<file path="config.mk">
export PLATFORM = sky130hd
export DESIGN_NAME = spi_master_tx_flat
export DESIGN_NICKNAME = d
export VERILOG_FILES = /design/src/rtl/spi_master_tx_if.sv /design/src/rtl/spi_master_tx.sv /design/src/flat_wrapper.sv
export SDC_FILE = /design/constraint.sdc
export NUM_CORES = 1
export LEC_CHECK = 0
export ABC_CLOCK_PERIOD_IN_PS = 4130
export CORE_ASPECT_RATIO = 0.8
export CORE_MARGIN = 2
export CORE_UTILIZATION = 62
export CTS_CLUSTER_DIAMETER = 80
export CTS_CLUSTER_SIZE = 30
export DETAILED_ROUTE_END_ITERATION = 10
export GPL_TIMING_DRIVEN = 0
export PLACE_DENSITY = 0.95
export SYNTH_ARGS = -nofsm -noshare
export SYNTH_HDL_FRONTEND = slang
export SYNTH_SLANG_ARGS = --single-unit
</file>
<file path="constraint.sdc">
create_clock -name iClk -period 4.13 [get_ports iClk]
set_input_delay 0.413 -clock iClk [delete_from_list [all_inputs] [get_ports iClk]]
set_output_delay 0.413 -clock iClk [all_outputs]
set_load 0.01 [all_outputs]
</file>
<file path="src/rtl/spi_master_tx_if.sv">
// Byte stream and SPI pin bundle for spi_master_tx.
// slave: the SPI initiator itself; master: the fabric/bench side.
interface spi_master_tx_if;
  logic       iTxValid;
  logic [7:0] iTx;
  logic       iTxLast;
  logic       oTxReady;
  logic [7:0] oRx;
  logic       oRxReady;
  logic       oSPIClk;
  logic       oSPIMOSI;
  logic       oSPICS;
  logic       iSPIMISO;

  modport slave (
    input  iTxValid, iTx, iTxLast, iSPIMISO,
    output oTxReady, oRx, oRxReady, oSPIClk, oSPIMOSI, oSPICS
  );

  modport master (
    output iTxValid, iTx, iTxLast, iSPIMISO,
    input  oTxReady, oRx, oRxReady, oSPIClk, oSPIMOSI, oSPICS
  );
endinterface

</file>
<file path="src/rtl/spi_master_tx.sv">
// Mode-0 SPI initiator (CPOL=0, CPHA=0), MSB first, with CS framing.
// SCLK, MOSI and CS are registered; SCLK is derived from iClk by a counter.
module spi_master_tx #(
  parameter int unsigned CLK_DIV  = 4,
  parameter int unsigned CS_SETUP = 2,
  parameter int unsigned CS_HOLD  = 2,
  parameter int unsigned CS_GAP   = 3
) (
  input  logic             iClk,
  input  logic             iRst,
  spi_master_tx_if.slave   bus
);

  typedef enum logic [2:0] {
    S_IDLE, S_SETUP, S_SHIFT, S_DONE, S_NEXT, S_HOLD, S_GAP
  } state_t;

  state_t      r_state, w_next;
  logic [15:0] r_cnt;
  logic [2:0]  r_bit;
  logic [7:0]  r_txsh, r_rxsh, r_rx;
  logic        r_last, r_rx_ready, r_sclk, r_mosi, r_cs;

  logic [31:0] w_cnt32;
  logic        w_setup_done, w_half_done, w_hold_done, w_gap_done;
  logic        w_tx_ready, w_accept;

  assign w_cnt32      = {16'd0, r_cnt};
  assign w_setup_done = (w_cnt32 + 32'd1 == CS_SETUP);
  assign w_half_done  = (w_cnt32 + 32'd1 == CLK_DIV);
  // DONE already supplies one hold cycle, so HOLD itself lasts CS_HOLD-1 cycles
  assign w_hold_done  = (w_cnt32 + 32'd2 >= CS_HOLD);
  assign w_gap_done   = (w_cnt32 + 32'd1 == CS_GAP);

  // State register
  always_ff @(posedge iClk) begin
    if (iRst) r_state <= S_IDLE;
    else      r_state <= w_next;
  end

  // Next-state decode
  always_comb begin
    w_next = r_state;
    case (r_state)
      S_IDLE:  if (w_accept) w_next = S_SETUP;
      S_SETUP: if (w_setup_done) w_next = S_SHIFT;
      S_SHIFT: if (w_half_done && r_sclk && (r_bit == 3'd0)) w_next = S_DONE;
      S_DONE:  begin
        if (!r_last)          w_next = S_NEXT;
        else if (CS_HOLD > 1) w_next = S_HOLD;
        else                  w_next = S_GAP;
      end
      S_NEXT:  if (w_accept) w_next = S_SHIFT;
      S_HOLD:  if (w_hold_done) w_next = S_GAP;
      S_GAP:   if (w_gap_done) w_next = S_IDLE;
      default: w_next = S_IDLE;
    endcase
  end

  // Handshake outputs; ready is masked while reset is asserted
  always_comb begin
    w_tx_ready = 1'b0;
    if (!iRst && (r_state == S_IDLE || r_state == S_NEXT)) w_tx_ready = 1'b1;
    w_accept = w_tx_ready & bus.iTxValid;
  end

  // Datapath: timing counter, shift registers and registered SPI pins
  always_ff @(posedge iClk) begin
    if (iRst) begin
      r_cnt      <= '0;
      r_bit      <= '0;
      r_txsh     <= '0;
      r_rxsh     <= '0;
      r_rx       <= '0;
      r_last     <= 1'b0;
      r_rx_ready <= 1'b0;
      r_sclk     <= 1'b0;
      r_mosi     <= 1'b0;
      r_cs       <= 1'b1;
    end else begin
      r_rx_ready <= 1'b0;

      if (w_next != r_state || r_state == S_IDLE || r_state == S_NEXT ||
          (r_state == S_SHIFT && w_half_done))
        r_cnt <= '0;
      else
        r_cnt <= r_cnt + 16'd1;

      if (w_accept) begin
        r_cs   <= 1'b0;
        r_mosi <= bus.iTx[7];
        r_txsh <= bus.iTx;
        r_last <= bus.iTxLast;
        r_bit  <= 3'd7;
      end

      if (w_next == S_GAP) r_cs <= 1'b1;

      if (r_state == S_SHIFT && w_half_done) begin
        if (!r_sclk) begin
          r_sclk <= 1'b1;
          r_rxsh <= {r_rxsh[6:0], bus.iSPIMISO};
        end else begin
          r_sclk <= 1'b0;
          if (r_bit == 3'd0) begin
            r_rx       <= r_rxsh;
            r_rx_ready <= 1'b1;
          end else begin
            r_bit  <= r_bit - 3'd1;
            r_mosi <= r_txsh[6];
            r_txsh <= {r_txsh[6:0], 1'b0};
          end
        end
      end
    end
  end

  assign bus.oTxReady = w_tx_ready;
  assign bus.oRx      = r_rx;
  assign bus.oRxReady = r_rx_ready;
  assign bus.oSPIClk  = r_sclk;
  assign bus.oSPIMOSI = r_mosi;
  assign bus.oSPICS   = r_cs;

endmodule
</file>
<file path="src/flat_wrapper.sv">
// flat-port wrapper written by rule: the top's interface ports become plain ports
module spi_master_tx_flat 
#(
  parameter int unsigned CLK_DIV  = 4,
  parameter int unsigned CS_SETUP = 2,
  parameter int unsigned CS_HOLD  = 2,
  parameter int unsigned CS_GAP   = 3
)
  (iClk, iRst, bus_iTxValid, bus_iTx, bus_iTxLast, bus_iSPIMISO, bus_oTxReady, bus_oRx, bus_oRxReady, bus_oSPIClk, bus_oSPIMOSI, bus_oSPICS);
  spi_master_tx_if bus_i ();
  input  logic iClk;
  input  logic iRst;
  input wire logic [$bits(bus_i.iTxValid)-1:0] bus_iTxValid;
  input wire logic [$bits(bus_i.iTx)-1:0] bus_iTx;
  input wire logic [$bits(bus_i.iTxLast)-1:0] bus_iTxLast;
  input wire logic [$bits(bus_i.iSPIMISO)-1:0] bus_iSPIMISO;
  output wire logic [$bits(bus_i.oTxReady)-1:0] bus_oTxReady;
  output wire logic [$bits(bus_i.oRx)-1:0] bus_oRx;
  output wire logic [$bits(bus_i.oRxReady)-1:0] bus_oRxReady;
  output wire logic [$bits(bus_i.oSPIClk)-1:0] bus_oSPIClk;
  output wire logic [$bits(bus_i.oSPIMOSI)-1:0] bus_oSPIMOSI;
  output wire logic [$bits(bus_i.oSPICS)-1:0] bus_oSPICS;
  assign bus_i.iTxValid = bus_iTxValid;
  assign bus_i.iTx = bus_iTx;
  assign bus_i.iTxLast = bus_iTxLast;
  assign bus_i.iSPIMISO = bus_iSPIMISO;
  assign bus_oTxReady = bus_i.oTxReady;
  assign bus_oRx = bus_i.oRx;
  assign bus_oRxReady = bus_i.oRxReady;
  assign bus_oSPIClk = bus_i.oSPIClk;
  assign bus_oSPIMOSI = bus_i.oSPIMOSI;
  assign bus_oSPICS = bus_i.oSPICS;
  spi_master_tx #(.CLK_DIV(CLK_DIV), .CS_SETUP(CS_SETUP), .CS_HOLD(CS_HOLD), .CS_GAP(CS_GAP)) u_core (.iClk(iClk), .iRst(iRst), .bus(bus_i));
endmodule
</file>
==> results.toml, run 1 <==
[run_status]
status = "finished, final reports clean"

[clock_network]
cts_tree = "built"
post_cts_buffers = 0
cts_buffers = 5
worstSkewPairLatency_ps = 310
ctsHoldBuffers = 0
clk_pin_slew_worst_paths_ps = 100
clock_sinks = 50
cts_max_level = 2
cts_resized = 0
clockBufferDepth = 2
clockRootBuffer = "clkbuf_8"

[layout]
post-route-util_pct = 75.5
layout_common_cells = "dfxtp_1 (50), nor2_1 (38), clkdlybuf4s50_1 (24), nand3_1 (21), nand2_1 (21)"
drive_above_1_share_pct = 10.1
fill_cells = 309
final_area_mm2 = 0.00323
layout_commonest_cell = "dfxtp_1"
antenna_cells = 0
area_growth_pct = 14.2
fin_nets = 388

[synthesis]
synth-xor-area-share_pct = 5.26
syn_area_mm2 = 0.00283
syn_avg_cell_area_um2 = 8.43
synth_edf_count = 0
synth_top_area_share_pct = 35.3
synth-simple-area-share_pct = 27.4
synth_compound_area_share_pct = 16.3
yosysTopAreaCell = "dfxtp_1"
synth_seq_area_share_pct = 35.3
syn_inst = 336
yosysWarnings = 0
async_flop_share_pct = 0
yosysUniqueCellTypes = 48
syn_nets = 357
synthAdderAreaFrac_pct = 3.53
synth-seq-cells = 50
synthMuxAreaShare_pct = 5.30
synth_top_family_by_area = "simple AND/OR/NAND/NOR gates"
synth_ff_type = "dfxtp_1"
synth_area_leaders = "dfxtp_1 (35%), mux2i_1 (5.3%), nor2_1 (5.0%)"

[critical_path]
rr_endpoint = "u_core.r_cnt[10]$_SDFF_PP0_"
worst-r2r-cell-count = 9
critPathLaunchType = "flop"
r2r_slack_ps = 990
reg2reg_from = "u_core.r_cnt[1]$_SDFF_PP0_"
worst_ep_arrival_time_ps = 3330
critPathKind = "flop to flop"
worstSetupEndpointType = "flop"
cp.required_ps = 4320
crit_fanout = 10

[placement]
gp_congestion = 0.956
dp_slack_ps = 1070
dpl.hpwl_um = 4850
io_buffers = 24
postPlaceCellArea_mm2 = 0.00314

[sta]
finClkSkew_ps = 11.3
slew_viol_final = 0
worst_slack_ps = 995
rsz0062_at_grt = "false"
relSlewSlack_pct = 63.7
tightest_slew_ps = 544
hold_violations = 0
final.setup.tns_ps = 0
setup_viol = 0
finalCritPeriodShare_pct = 75.9
fin_crit_ps = 3140
max_freq_mhz = 319

[die]
row_count = 21
die_area_mm2 = 0.00513
initial_utilization_pct = 66.1
core-area_mm2 = 0.00428
io_pins = 26
fp.dieW_um = 79.6
die_y_um = 64.5

[power]
powerDensity_mw_per_mm2 = 270
ir_drop_v = 0.000210
leakage_uw = 0.00111
power.total_uw = 873

[flow_run]
cap_violations = 0

[global_routing]
grt_pass1_vias = 2378
antenna_found_initial = 0
grt_overflow = 0
grt_max_degree = 17
grtUsageTotal_pct = 27.7
grt_pass1_wl_um = 11100

[route]
detail_route.wl_per_cell_um = 15.7
drc_errors = 0
first_iter_violations = 250
viasPerCell = 6.26
dr.pass1.iters = 5
finalWirelength_um = 6650
ant_nets = 0
vias = 2661

[worst_hold_path]
min_from = "u_core.bus.oRx[6]$_SDFFE_PP0P_"
holdPathStages = 2
min_to = "u_core.bus.oRx[6]$_SDFFE_PP0P_"
hold_class = "flop to flop"
## through the flow
| step | hold slack [ps] | cells |
|---|---|---|
| after detailed placement | 449 | 417 |
| after CTS | 463 | 425 |
| after global routing | 481 | 425 |
| final | 462 | 425 |
| after floorplan | 431 | 336 |
| after global placement | 439 | 417 |
## layout make-up
| type | instances | area, um2 | share of cell area (%) |
|---|---|---|---|
| Buffer | 26 | 155 | 4.80 |
| Clock buffer | 5 | 68.8 | 2.13 |
| Clock inverter | 3 | 21.3 | 0.658 |
| Inverter | 11 | 41.3 | 1.28 |
| Multi-Input combinational cell | 249 | 1640 | 50.6 |
| Sequential cell | 50 | 1000 | 30.9 |
| Tap cell | 57 | 71.3 | 2.21 |
| Timing Repair Buffer | 24 | 240 | 7.43 |
## synthesized netlist by cell type (2+ instances only)
master and count:
o21ai_0 10, nor3_2 2, buf_6 2, a211o_1 3
mux2i_1 15, and3_1 2, a211oi_1 12, o211ai_1 2
or4_1 3, xor2_1 4, buf_2 7, nand3_1 21
inv_1 11, o31a_1 2, o21a_1 3, ha_1 8
a31o_2 2, buf_4 9, a31oi_1 6, dfxtp_1 50
a21oi_1 16, nor3_1 12, o311a_1 2, nand4_1 9
nor2b_1 2, o2111ai_1 2, and4_1 4, nand2_1 21
o31ai_1 3, a21o_1 2, or3_1 6, nor2_1 38
xnor2_1 13, clkbuf_1 8, nor4_1 8, nand2b_1 3
nand4_4 2
## logic make-up after synthesis
logic type,count (synthesis)
compound gates,69
simple gates,140
buf+inv,37
xor+xnor,17
flops,50
mux,15
fa+ha+maj,8
## sequential cells by signal, indices dropped and copies added, names as in the netlist
register	flops
u_core.r_cnt	16
u_core.bus.oRx	8
u_core.bus.oRxReady	1
u_core.r_rxsh	8
u_core.r_bit	3
u_core.bus.oSPICS	1
u_core.bus.oSPIMOSI	1
u_core.r_txsh	7
u_core.r_state	3
u_core.bus.oSPIClk	1
u_core.r_last	1
## worst max path at each step
stage	start	endpoint	slack [ps]	cells past startpoint
after CTS	u_core.r_cnt[0]$_SDFF_PP0_	u_core.r_rxsh[7]$_SDFFE_PP0P_	1050	9
final	u_core.r_cnt[1]$_SDFF_PP0_	u_core.r_cnt[10]$_SDFF_PP0_	990	9
after detailed placement	u_core.r_cnt[1]$_SDFF_PP0_	u_core.r_rxsh[7]$_SDFFE_PP0P_	1070	9
after global routing	u_core.r_cnt[1]$_SDFF_PP0_	u_core.r_rxsh[7]$_SDFFE_PP0P_	710	9
after floorplan	u_core.r_cnt[0]$_SDFF_PP0_	u_core.bus.oRx[5]$_SDFFE_PP0P_	1580	9
after global placement	u_core.r_cnt[0]$_SDFF_PP0_	u_core.r_cnt[11]$_SDFF_PP0_	1130	9
## worst max-delay path: stages, from the launching register on
cell and delay (ps):
dfxtp_1 550, ha_1 320, nand3_1 330, nor4_1 390
xnor2_1 220, nand4_1 260, o31ai_1 300, a21o_1 260
buf_2 310, nor2_1 80
## power breakdown
group / switching (uW) / leakage, uW / internal, uW
logic: 46.2 / 0.000657 / 35.4
registers: 8.92 / 0.000405 / 493
clock network: 170 / 0.0000441 / 119
## metal layers
| layer | GRT usage (%) | vias to the layer above | part of all wire (%) |
|---|---|---|---|
| li1 | - | 1282 | - |
| met1 | 38.0 | 1251 | 44 |
| met2 | 44.6 | 117 | 47 |
| met3 | 5.01 | 11 | 7.3 |
| met4 | 7.76 | 0 | 1.2 |
| met5 | 0 | - | 0 |
(Power assumes the default switching activity.)
==> inputs of run 2 (changes only) <==
--- a/config.mk
+++ b/config.mk
@@ -5,15 +5,15 @@
 export SDC_FILE = /design/constraint.sdc
 export NUM_CORES = 1
 export LEC_CHECK = 0
-export ABC_CLOCK_PERIOD_IN_PS = 4130
+export ABC_CLOCK_PERIOD_IN_PS = 3200
 export CORE_ASPECT_RATIO = 0.8
 export CORE_MARGIN = 2
-export CORE_UTILIZATION = 62
+export CORE_UTILIZATION = 57
 export CTS_CLUSTER_DIAMETER = 80
 export CTS_CLUSTER_SIZE = 30
 export DETAILED_ROUTE_END_ITERATION = 10
 export GPL_TIMING_DRIVEN = 0
-export PLACE_DENSITY = 0.95
+export PLACE_DENSITY = 0.9
 export SYNTH_ARGS = -nofsm -noshare
 export SYNTH_HDL_FRONTEND = slang
 export SYNTH_SLANG_ARGS = --single-unit
==> constraint.sdc (replaced) <==
create_clock -name iClk -period 3.2 [get_ports iClk]
set_input_delay 0.32 -clock iClk [delete_from_list [all_inputs] [get_ports iClk]]
set_output_delay 0.32 -clock iClk [all_outputs]
set_load 0.01 [all_outputs]
==> run 2 against run 1 <==
Net effect: utilization shrank 5.5 points; clock power grew 60%; die area grew 8.3%; sequential power grew 29%; non-clock buffer count is the same.
==> results.toml, run 2 (synthesis results as in run 1) <==
[run_status]
status = "finished, final reports clean"

[critical_path]
cp.required_ps = 3400
reg2reg_from = "u_core.r_cnt[1]$_SDFF_PP0_"
worst-r2r-cell-count = 9
crit_fanout = 10
worstSetupEndpointType = "flop"
worst_ep_arrival_time_ps = 3150
r2r_slack_ps = 250
setup.worst_path.start = "u_core.r_cnt[1]$_SDFF_PP0_"
critPathLaunchType = "flop"
critPathKind = "flop to flop"
rr_endpoint = "u_core.r_cnt[11]$_SDFF_PP0_"

[sta]
slew_viol_final = 0
max_freq_mhz = 339
finClkSkew_ps = 11.1
relSlewSlack_pct = 65.5
tightest_slew_ps = 518
final.setup.tns_ps = 0
fin_crit_ps = 2950
finalCritPeriodShare_pct = 92.3
rsz0062_at_grt = "false"
hold_violations = 0
setup_viol = 0

[layout]
layout_common_cells = "dfxtp_1 (50), nor2_1 (38), clkdlybuf4s50_1 (24), nand2_1 (21), nand3_1 (20)"
largest-register = "u_core.r_cnt"
layout_commonest_cell = "dfxtp_1"
antenna_cells = 0
area_growth_pct = 15.7
fin_nets = 388
drive_above_1_share_pct = 10.9
largest_reg_flops = 16
post-route-util_pct = 70.1

[power]
p_int_uw = 917
ir_drop_v = 0.000287
switchingPower_uw = 299
clkPwrFrac_pct = 38.0
switching_share_pct = 24.6
seqPwrFrac_pct = 53.3
power_frac_comb_pct = 8.7
powerDensity_mw_per_mm2 = 371
leakage_uw = 0.00112

[global_routing]
antenna_found_initial = 0
grt_pass1_wl_um = 11200
grt_overflow = 0
grt_max_degree = 17
grt_pass1_vias = 2428
grtUsageTotal_pct = 24.7

[worst_hold_path]
hold_class = "flop to flop"
min_from = "u_core.bus.oRx[5]$_SDFFE_PP0P_"
min_to = "u_core.bus.oRx[5]$_SDFFE_PP0P_"
holdPathStages = 2

[die]
core-area_mm2 = 0.00468
io_pins = 26
row_count = 22
die_area_mm2 = 0.00555
fp.dieW_um = 82.8
initial_utilization_pct = 60.5
die_y_um = 67.1

[route]
ant_nets = 0
first_iter_violations = 267
vias = 2681
detail_route.wl_per_cell_um = 15.9
dr.pass1.iters = 5
drc_errors = 0
viasPerCell = 6.26
finalWirelength_um = 6820

[placement]
gp_congestion = 0.938
io_buffers = 24
dpl.hpwl_um = 4800

[clock_network]
worstSkewPairLatency_ps = 310
clock_sinks = 50
cts_tree = "built"
post_cts_buffers = 0
clockRootBuffer = "clkbuf_8"
cts_max_level = 2
cts_buffers = 5
clockBufferDepth = 2
clk_pin_slew_worst_paths_ps = 100

[flow_run]
cap_violations = 0
[run 2: changes by cell type in the layout (fill, tap and decap cells not counted)]
cell,delta
bufinv_16,+1
clkinvlp_4,-1
nand3_1,-1
inv_6,+1
clkinv_4,-1
nor4_1,-2
nor4_2,+2
nand3_2,+1
[run 2: worst max-delay path by stage]
stage	slack (ps)	end	depth (start not counted)
after global placement	210	u_core.r_cnt[10]$_SDFF_PP0_	9
after floorplan	650	u_core.bus.oRx[5]$_SDFFE_PP0P_	9
after detailed placement	180	u_core.r_cnt[2]$_SDFF_PP0_	9
after CTS	140	u_core.r_cnt[2]$_SDFF_PP0_	9
final	250	u_core.r_cnt[11]$_SDFF_PP0_	9
after global routing	40	u_core.r_cnt[2]$_SDFF_PP0_	9
[run 2: worst max-delay path, cell delays in order (launching register included)]
cell and delay (ps):
dfxtp_1 520, ha_1 340, nand3_2 220, nor4_2 320
xnor2_1 200, nand4_1 260, o31ai_1 310, a21o_1 270
buf_2 310, nor2_1 80
[run 2: timing repair]
| action | 4_1_cts | 5_1_grt |
|---|---|---|
| gates resized for setup | 0 | 3 |
| hold buffers | 0 | 0 |
| endpoints found under the setup margin | 0 | 29 |
[run 2: cell type report]
type | instances | area (um2)
Multi-Input combinational cell | 249 | 1650
Fill cell | 366 | 1400
Sequential cell | 50 | 1000
Timing Repair Buffer | 24 | 240
Buffer | 26 | 155
Tap cell | 60 | 75.1
Clock buffer | 5 | 68.8
Clock inverter | 3 | 43.8
Inverter | 11 | 41.3
[run 2: layer usage]
metal / GRT usage [%] / vias to the layer above / routed length, um
met5: 0 / - / 0
li1: - / 1278 / -
met4: 6.56 / 0 / 87
met2: 40.7 / 116 / 3110
met1: 33.4 / 1270 / 3200
met3: 4.71 / 17 / 421
[run 2: power by group through the flow]
stage	logic (uW)	registers, uW	clock network, uW
global route	116	650	482
detailed placement	103	662	0
global placement	99.7	661	0
finish	105	648	462
floorplan	63.8	660	0
CTS	105	648	464
[run 2: per-stage QoR]
| stage | instances | setup WS [ps] | power (uW) | hold slack [ps] | instance area (um2) |
|---|---|---|---|---|---|
| 2_1_floorplan | 336 | 646 | 724 | 429 | 2830 |
| 3_3_place_gp | 420 | 208 | 761 | 439 | 3150 |
| 3_5_place_dp | 420 | 178 | 765 | 447 | 3150 |
| 4_1_cts | 428 | 136 | 1220 | 461 | 3260 |
| 5_1_grt | 428 | 41.8 | 1250 | 482 | 3280 |
| 6_report | 428 | 248 | 1220 | 459 | 3280 |
